### src/rtl/iccm_arbiter.sv
// Shares the ICCM request port between instruction fetch and the program-load port,
// sequencing LOAD/DRAIN/RUN/QUIESCE and holding the core in reset outside RUN.
module iccm_arbiter #(
    parameter int AddrW    = 12,
    parameter int DataW    = 32,
    parameter int Depth    = 2,
    parameter bit BootLoad = 1'b1
) (
    input  logic             clk_i,
    input  logic             rst_ni,
    input  logic             fetch_req_i,
    input  logic [AddrW-1:0] fetch_addr_i,
    output logic             fetch_gnt_o,
    output logic             fetch_rvalid_o,
    output logic [DataW-1:0] fetch_rdata_o,
    input  logic             prog_req_i,
    input  logic             prog_we_i,
    input  logic [AddrW-1:0] prog_addr_i,
    input  logic [DataW-1:0] prog_wdata_i,
    output logic             prog_gnt_o,
    output logic             prog_rvalid_o,
    output logic [DataW-1:0] prog_rdata_o,
    input  logic             boot_done_i,
    input  logic             reload_i,
    output logic             mem_req_o,
    output logic             mem_we_o,
    output logic [AddrW-1:0] mem_addr_o,
    output logic [DataW-1:0] mem_wdata_o,
    input  logic [DataW-1:0] mem_rdata_i,
    input  logic             mem_rvalid_i,
    output logic             core_rst_no,
    output logic             busy_o,
    output logic             err_o
);

    localparam int PtrW = (Depth > 1) ? $clog2(Depth) : 1;
    localparam int CntW = $clog2(Depth + 1);
    localparam logic [CntW-1:0] DepthC  = CntW'(Depth);
    localparam logic [PtrW-1:0] LastPtr = PtrW'(Depth - 1);

    typedef enum logic [1:0] {S_LOAD, S_DRAIN, S_RUN, S_QUIESCE} state_t;
    localparam state_t ResetState = BootLoad ? S_LOAD : S_RUN;

    state_t          r_state, w_state_nxt;
    logic [CntW-1:0] r_count, w_count_nxt;
    logic [PtrW-1:0] r_wr_ptr, r_rd_ptr;
    logic [Depth-1:0] r_tag_prog, r_tag_we;
    logic            r_last_prog;
    logic            r_err;
    logic            r_core_rst_n;

    logic w_pop, w_room, w_fetch_ok, w_prog_ok, w_fetch_gnt, w_prog_gnt, w_push;
    logic w_head_prog, w_head_we;

    // Outputs are gated by rst_ni so they read zero during an async reset.
    assign w_pop       = rst_ni & mem_rvalid_i & (r_count != '0);
    assign w_room      = (r_count < DepthC) | w_pop;
    assign w_fetch_ok  = rst_ni & fetch_req_i & (r_state == S_RUN) & w_room;
    assign w_prog_ok   = rst_ni & prog_req_i & ((r_state == S_LOAD) | (r_state == S_RUN)) & w_room;
    assign w_fetch_gnt = w_fetch_ok & (~w_prog_ok | r_last_prog);
    assign w_prog_gnt  = w_prog_ok & (~w_fetch_ok | ~r_last_prog);
    assign w_push      = w_fetch_gnt | w_prog_gnt;

    assign w_head_prog = r_tag_prog[r_rd_ptr];
    assign w_head_we   = r_tag_we[r_rd_ptr];

    always_comb begin
        w_count_nxt = r_count;
        if (w_push && !w_pop)
            w_count_nxt = r_count + CntW'(1);
        else if (!w_push && w_pop)
            w_count_nxt = r_count - CntW'(1);
    end

    always_comb begin
        w_state_nxt = r_state;
        case (r_state)
            S_LOAD:    if (boot_done_i)          w_state_nxt = S_DRAIN;
            S_DRAIN:   if (w_count_nxt == '0)    w_state_nxt = S_RUN;
            S_RUN:     if (reload_i)             w_state_nxt = S_QUIESCE;
            S_QUIESCE: if (w_count_nxt == '0)    w_state_nxt = S_LOAD;
            default:                             w_state_nxt = ResetState;
        endcase
    end

    always_ff @(posedge clk_i or negedge rst_ni) begin
        if (!rst_ni) begin
            r_state      <= ResetState;
            r_core_rst_n <= ~BootLoad;
        end else begin
            r_state      <= w_state_nxt;
            r_core_rst_n <= (w_state_nxt == S_RUN);
        end
    end

    // Tag FIFO: one entry per accepted request, carrying source and write flag.
    always_ff @(posedge clk_i or negedge rst_ni) begin
        if (!rst_ni) begin
            r_count     <= '0;
            r_wr_ptr    <= '0;
            r_rd_ptr    <= '0;
            r_tag_prog  <= '0;
            r_tag_we    <= '0;
            r_last_prog <= 1'b1;
            r_err       <= 1'b0;
        end else begin
            r_count <= w_count_nxt;
            if (w_push) begin
                r_tag_prog[r_wr_ptr] <= w_prog_gnt;
                r_tag_we[r_wr_ptr]   <= w_prog_gnt & prog_we_i;
                r_wr_ptr             <= (r_wr_ptr == LastPtr) ? '0 : r_wr_ptr + PtrW'(1);
                r_last_prog          <= w_prog_gnt;
            end
            if (w_pop)
                r_rd_ptr <= (r_rd_ptr == LastPtr) ? '0 : r_rd_ptr + PtrW'(1);
            if (mem_rvalid_i && (r_count == '0))
                r_err <= 1'b1;
        end
    end

    assign fetch_gnt_o    = w_fetch_gnt;
    assign prog_gnt_o     = w_prog_gnt;
    assign mem_req_o      = w_push;
    assign mem_we_o       = w_prog_gnt & prog_we_i;
    assign mem_addr_o     = w_prog_gnt ? prog_addr_i : (w_fetch_gnt ? fetch_addr_i : '0);
    assign mem_wdata_o    = w_prog_gnt ? prog_wdata_i : '0;

    assign fetch_rvalid_o = w_pop & ~w_head_prog;
    assign fetch_rdata_o  = fetch_rvalid_o ? mem_rdata_i : '0;
    assign prog_rvalid_o  = w_pop & w_head_prog;
    assign prog_rdata_o   = (prog_rvalid_o && !w_head_we) ? mem_rdata_i : '0;

    assign core_rst_no    = r_core_rst_n;
    assign busy_o         = (r_count != '0);
    assign err_o          = r_err;

endmodule

### config.mk
export PLATFORM = sky130hd
export DESIGN_NAME = iccm_arbiter
export DESIGN_NICKNAME = d
export VERILOG_FILES = /design/src/rtl/iccm_arbiter.sv
export SDC_FILE = /design/constraint.sdc
export NUM_CORES = 1
export LEC_CHECK = 0
export BUFFER_PORTS_ARGS = -buffer_cell sky130_fd_sc_hd__buf_2
export CORE_AREA = 5 5 80 82
export CTS_BUF_LIST = sky130_fd_sc_hd__clkbuf_4
export CTS_CLUSTER_DIAMETER = 60
export DETAILED_ROUTE_END_ITERATION = 12
export DIE_AREA = 0 0 85 87
export PLACE_DENSITY = 0.71
export SYNTH_ARGS = -nofsm -noshare
export SYNTH_HDL_FRONTEND = slang
export SYNTH_SLANG_ARGS = --single-unit
### constraint.sdc
create_clock -name clk_i -period 3.2 [get_ports clk_i]
set_input_delay 0.32 -clock clk_i [delete_from_list [all_inputs] [get_ports clk_i]]
set_output_delay 0.32 -clock clk_i [all_outputs]
set_load 0.1 [all_outputs]
After elaboration in Yosys (flattened, before gate mapping)
Cells that the tools add are included.
- bits in registers: 13
- bits of input ports: 96
- output and inout port bits: 117
- logic and storage cells: 77
- add/subtract/negate cells: 4
- $lt $le $gt $ge: 4
- eq/ne operators: 4
- multiplexer cells: 22
- bitwise logic cells: 22
- reduce and logical (&&, ||, !) cells: 12
- operators with widths (cell ; count):
    $mux 32 ; 3
    $mux 12 ; 2
    $and 1x1->1 ; 13
    $mux 2 ; 6
    $pmux 2 s4 ; 1
    $mux 1 ; 7
    $eq 2x2->1 const B ; 3
    $logic_not 2->1 ; 3
    $logic_and 1x1->1 ; 5
    $or 1x1->1 ; 5
    $bwmux 2 ; 2
    $lt 1x2->1 const B ; 2
    $not 1->1 ; 4
    $logic_not 1->1 ; 3
    $add 1x1->1 const B ; 2
    $add 2x1->2 const B ; 1
    $eq 2x1->1 const B ; 1
    $lt 2x2->1 const B ; 1
    $reduce_bool 2->1 ; 1
    $sub 2x1->2 const B ; 1
    $demux 1 s1 ; 1
    $ge 1x1->1 const B ; 1

Logic depth before layout (Yosys ltp)
- word-level depth: 16
- gate-level depth with buffers: 8
- mapped depth without buffers: 7

Worst setup path before layout
OpenSTA, ideal clock, no wires.
- path type: register to output
- from: register r_count[1]
- to: output mem_addr_o[10]
- data arrival time: 2.535 ns
- required time: 2.880 ns
- slack: 0.345 ns
- cell stages (with the launch flop): 7
- buffers on the path: 1
- path through: dfrtp_1 -> inv_1 -> ha_1 -> and3b_2 -> nor2_1 -> clkbuf_1 -> nor2_1
- cells in the longest elaborated chain, start to end: 9
- elaborated cells between the ends (all ways): 14
- those cells by class: order compare (1); mux (2); bitwise (10); reduce/logical (1)
- RTL lines (item ; RTL line ; RTL):
    start, declared ; 45 ; logic [CntW-1:0] r_count, w_count_nxt;
    start signal, assigned ; 107 ; r_count <= w_count_nxt;
    $reduce_bool 2->1 ; 56 ; assign w_pop = rst_ni & mem_rvalid_i & (r_count != '0);
    $and 1x1->1 ; 56 ;
    $or 1x1->1 * ; 57 ; assign w_room = (r_count < DepthC) | w_pop;
    $and 1x1->1 ; 59 ; assign w_prog_ok = rst_ni & prog_req_i & ((r_state == S_LOAD) | (r_state == S_RUN)) & w_room;
    $not 1->1 ; 60 ; assign w_fetch_gnt = w_fetch_ok & (~w_prog_ok | r_last_prog);
    $or 1x1->1 ; 60 ;
    $and 1x1->1 ; 60 ;
    $mux 12 ; 125 ; assign mem_addr_o = w_prog_gnt ? prog_addr_i : (w_fetch_gnt ? fetch_addr_i : '0);
    $mux 12 * ; 125 ;
    end, declared ; 27 ; output logic [AddrW-1:0] mem_addr_o,
Every way passes the cells marked *; elsewhere a longest branch is shown, timed or not.

Worst setup path after layout
- from: input rst_ni
- to: output mem_wdata_o[13]
- cells in the longest elaborated chain, start to end: 8
- elaborated cells between the ends (all ways): 13
- those cells by class: mux (1); bitwise (12)
- RTL lines (item ; RTL line ; RTL):
    start, declared ; 10 ; input logic rst_ni,
    $and 1x1->1 (2 in a row) ; 56 ;
    $or 1x1->1 ; 57 ;
    $and 1x1->1 ; 58 ; assign w_fetch_ok = rst_ni & fetch_req_i & (r_state == S_RUN) & w_room;
    $not 1->1 ; 61 ; assign w_prog_gnt = w_prog_ok & (~w_fetch_ok | ~r_last_prog);
    $or 1x1->1 ; 61 ;
    $and 1x1->1 * ; 61 ;
    $mux 32 * ; 126 ; assign mem_wdata_o = w_prog_gnt ? prog_wdata_i : '0;
    end, declared ; 28 ; output logic [DataW-1:0] mem_wdata_o,
Marks and branches as above.

==> summary.md <==
| Metric | Value |
|---|---|
| WS Path Type | `in2out` |
| Required time of the worst setup path | `2.88 ns` |
| Core area | `between 0.005 and 0.006 mm²` |
| Via count | `between 2000 and 2500` |
| Simple-Gate Fraction of Synth Area | `52.2%` |
| Die Ht | `87 µm` |
| Global route total overflow | `0` |
| Antenna-violating nets left | `0` |
| EDFF count, synth | `0` |
| Sw Share | `between 60% and 70%` |
| Mux contribution to synthesized area | `0.656%` |
| DRC | `0` |
| Most frequent cells after synthesis | `97 x and2_1, 15 x nor2_1, 13 x a22oi_1` |
| GPL Wtd Cong | `between 0.8 and 0.9` |
| Root Driver | `clkbuf_4` |
| H-tree Lvls | `1` |
| Initial Util | `26.9%` |
| Largest family of logic cells by synthesized area | `simple AND/OR/NAND/NOR gates` |
| Crit Path Max Fanout | `35` |
| Crit path DAT | `between 2 and 3 ns` |
| # setup viols final | `0` |
| Final Power | `between 2 and 2.5 mW` |
| Worst Setup End Kind | `primary output` |
| Initial antenna violation count | `0` |
| Port Buf Inserts | `212` |
| First-iteration detailed-routing DRC count | `54` |
| Final hold violations | `0` |
| Layout net count | `around 510` |
| Comb power frac | `just over 80%` |
| Post-Syn Area | `0.00153 mm²` |
| Adder-cell share of the synthesized area | `less than 1%` |
| TritonRoute pass-1 iters | `4` |
| Syn Area/Cell | `between 7 and 8 µm²` |
| Worst VDD drop | `0.430 mV` |
| Cell variety after synth | `37` |
| Share of cells above drive strength 1 | `a little over half` |
| Die area | `approximately 0.0074 mm²` |
| Largest net degree at the start of global routing | `36` |
| Non-filler cells, final | `486` |
| Vias per cell | `between 4 and 5` |
| Main flop type after synthesis | `dfrtp_1` |
| FF-to-FF End | `r_tag_we[1]$_DFFE_PN0P_` |
| Clk Latency, worst-skew pair | `0.27 ns` |
| CP Launch Type | `input pin` |
| Total clock sinks | `13` |
| Async SR Flop Fraction | `100%` |
| Fin Hold WS | `between 0.2 and 0.3 ns` |
| Post-synth top area share | `between 30% and 40%` |
| Seq cells post-synth | `13` |
| Register area | `about 330 µm²` |
| Rows | `28` |
| Postcts setup bufs | `0` |
| Slew HR | `about 50%` |
| Setup_tns | `0 ns` |
| Top area cells in the synthesized netlist | `and2_1 40%, dfrtp_1 20%, a22oi_1 6.4%` |
| R2R setup slack | `between 1 and 1.5 ns` |
| CTS buffer count | `3` |
| Seq pwr share | `a little over an eighth` |
| Hold_sp | `mem_rvalid_i` |
| Worst Hold End | `err_o$_DFFE_PN0P_` |
| Min Tclk post-route | `between 2 and 3 ns` |
| Fillers | `roughly 530` |
| FF-to-FF path depth | `7` |
| Area leader, netlist | `and2_1` |
| Most common cell in the netlist | `and2_1` |
| Worst Skew | `roughly 0.0061 ns` |
| Overall routing resource usage | `roughly 17%` |
| Clock Tree Buf Depth | `2` |
| Design area | `around 0.0031 mm²` |
| WL/cell | `~14 µm` |
| Worst slew pin tran | `approximately 0.75 ns` |
| Number of global-route vias before repair | `approximately 2000` |
| Mapped Nets | `between 300 and 400` |
| RSZ-0062 raised after global routing | `no` |
| CTS tree | `done` |
| Inst Count DP | `481` |
| P_int | `737 µW` |
| Seq/Total Area, Yosys | `21.4%` |
| FF-to-FF Start | `r_count[1]$_DFF_PN0_` |
| First-pass GRT wire length | `around 10000 µm` |
| Syn. warnings | `0` |
| Hold Crit Class | `in2reg` |
| Die width | `85 µm` |
| Detailed placement HPWL | `between 6000 and 7000 µm` |
| P_sw | `1.61 mW` |
| Max Cap Viol | `0` |
| Area delta synth->final | `105%` |
| CTS clk-pin slew, worst paths | `~0.080 ns` |
| Worst hold stages | `2` |
| ANT cells | `0` |
| Post-synthesis compound-gate area fraction | `about 15%` |
| Ports | `~210` |
| Final wirelength | `about 6900 µm` |
| XOR/XNOR Fraction of Synth Area | `2.30%` |
| Syn Inst Count | `between 200 and 250` |
| PD cells | `about 750 mW/mm²` |
| Leakage Power | `~1.8 nW` |
| Run status | `complete, no violations` |
| Cell Area, Placed | `~0.003 mm²` |
| Fin. max-slew vios | `0` |
| Fin crit share | `90.4%` |
| Footprint of the multi-input gates | `0.00109 mm²` |
| Clk pwr share | `about 4.5%` |
| Fmax | `between 0.3 and 0.4 GHz` |
stage by stage:
| step | setup slack [ns] | utilization (%) |
|---|---|---|
| 2_1_floorplan | 0.345 | - |
| 3_3_place_gp | 0.807 | 54.5 |
| 3_5_place_dp | 0.754 | 54.5 |
| 4_1_cts | 0.220 | 55.2 |
| 5_1_grt | 0.130 | 55.3 |
| 6_report | 0.306 | 55.3 |
timing repair:
item | 4_1_cts | 5_1_grt
hold buffers | 1 | 0
hold endpoints to repair | 12 | 0
resized for setup | 0 | 1
endpoints found under the setup margin | 0 | 4
power groups by stage:
stage	Sequential (mW)	Combinational, mW	Clock, mW
after floorplan	0.329	1.51	0
after global placement	0.310	1.91	0
after detailed placement	0.312	1.93	0
after CTS	0.311	1.94	0.110
after global routing	0.326	2.01	0.121
final	0.309	1.93	0.105
layout make-up:
class                      count  share of cell area [%]
sequential                    13                    10.4
timing repair buffer         216                    50.2
tap                           75                    2.99
inverter                       6                   0.798
clock buffer                   4                   0.957
multi-input combinational    172                    34.7
critical path, cell delays in order:
cell	delay, ns
dlygate4sd3_1	0.52
buf_2	0.32
nor2b_2	0.26
and3_1	0.24
o21ai_4	0.09
inv_4	0.20
and2_1	0.18
buf_2	0.42
logic make-up after synthesis:
logic type	Yosys count
AO/OA/AOI/OAI	31
XOR/XNOR	4
adder cells (fa/ha/maj)	1
buffers and inverters	20
flip-flops	13
multiplexers	1
AND/OR/NAND/NOR	135
layout by cell type (no fill, tap or decap), drive strengths merged, types with 2 or more instances in the layout:
cell type	count
a21o	2
nor2	15
and2	97
buf	215
a22oi	13
nor2b	4
nand2b	2
and3	2
nand2	7
nand3	2
nor3	2
nand4	2
o21ai	8
a21oi	2
dfrtp	12
xnor2	3
inv	6
clkbuf	4
registers in the layout (all words and copies together), names as in the netlist:
signal and cells:
core_rst_no 1, err_o 1, r_count 2, r_last_prog 1, r_rd_ptr 1, r_state 2, r_tag_prog 2, r_tag_we 2
r_wr_ptr 1
how the worst max path moves through the flow:
stage	end	cells past startpoint	start	slack, ns
global placement	mem_addr_o[3]	6	r_count[1]$_DFF_PN0_	0.81
detailed placement	mem_addr_o[5]	6	r_count[1]$_DFF_PN0_	0.75
floorplan	mem_addr_o[10]	6	r_count[1]$_DFF_PN0_	0.34
CTS	mem_addr_o[5]	7	rst_ni	0.22
global route	mem_wdata_o[13]	8	rst_ni	0.13
finish	mem_wdata_o[13]	8	rst_ni	0.31
routing by layer:
| metal | vias up | global-route usage (%) | part of all wire (%) |
|---|---|---|---|
| met5 | - | 0 | 0 |
| met4 | 0 | 4.75 | 2.1 |
| met3 | 10 | 3.50 | 8.8 |
| met2 | 115 | 31.0 | 52 |
| met1 | 921 | 18.8 | 37 |
| li1 | 1079 | - | - |
Power figures use the tool's default switching activity.
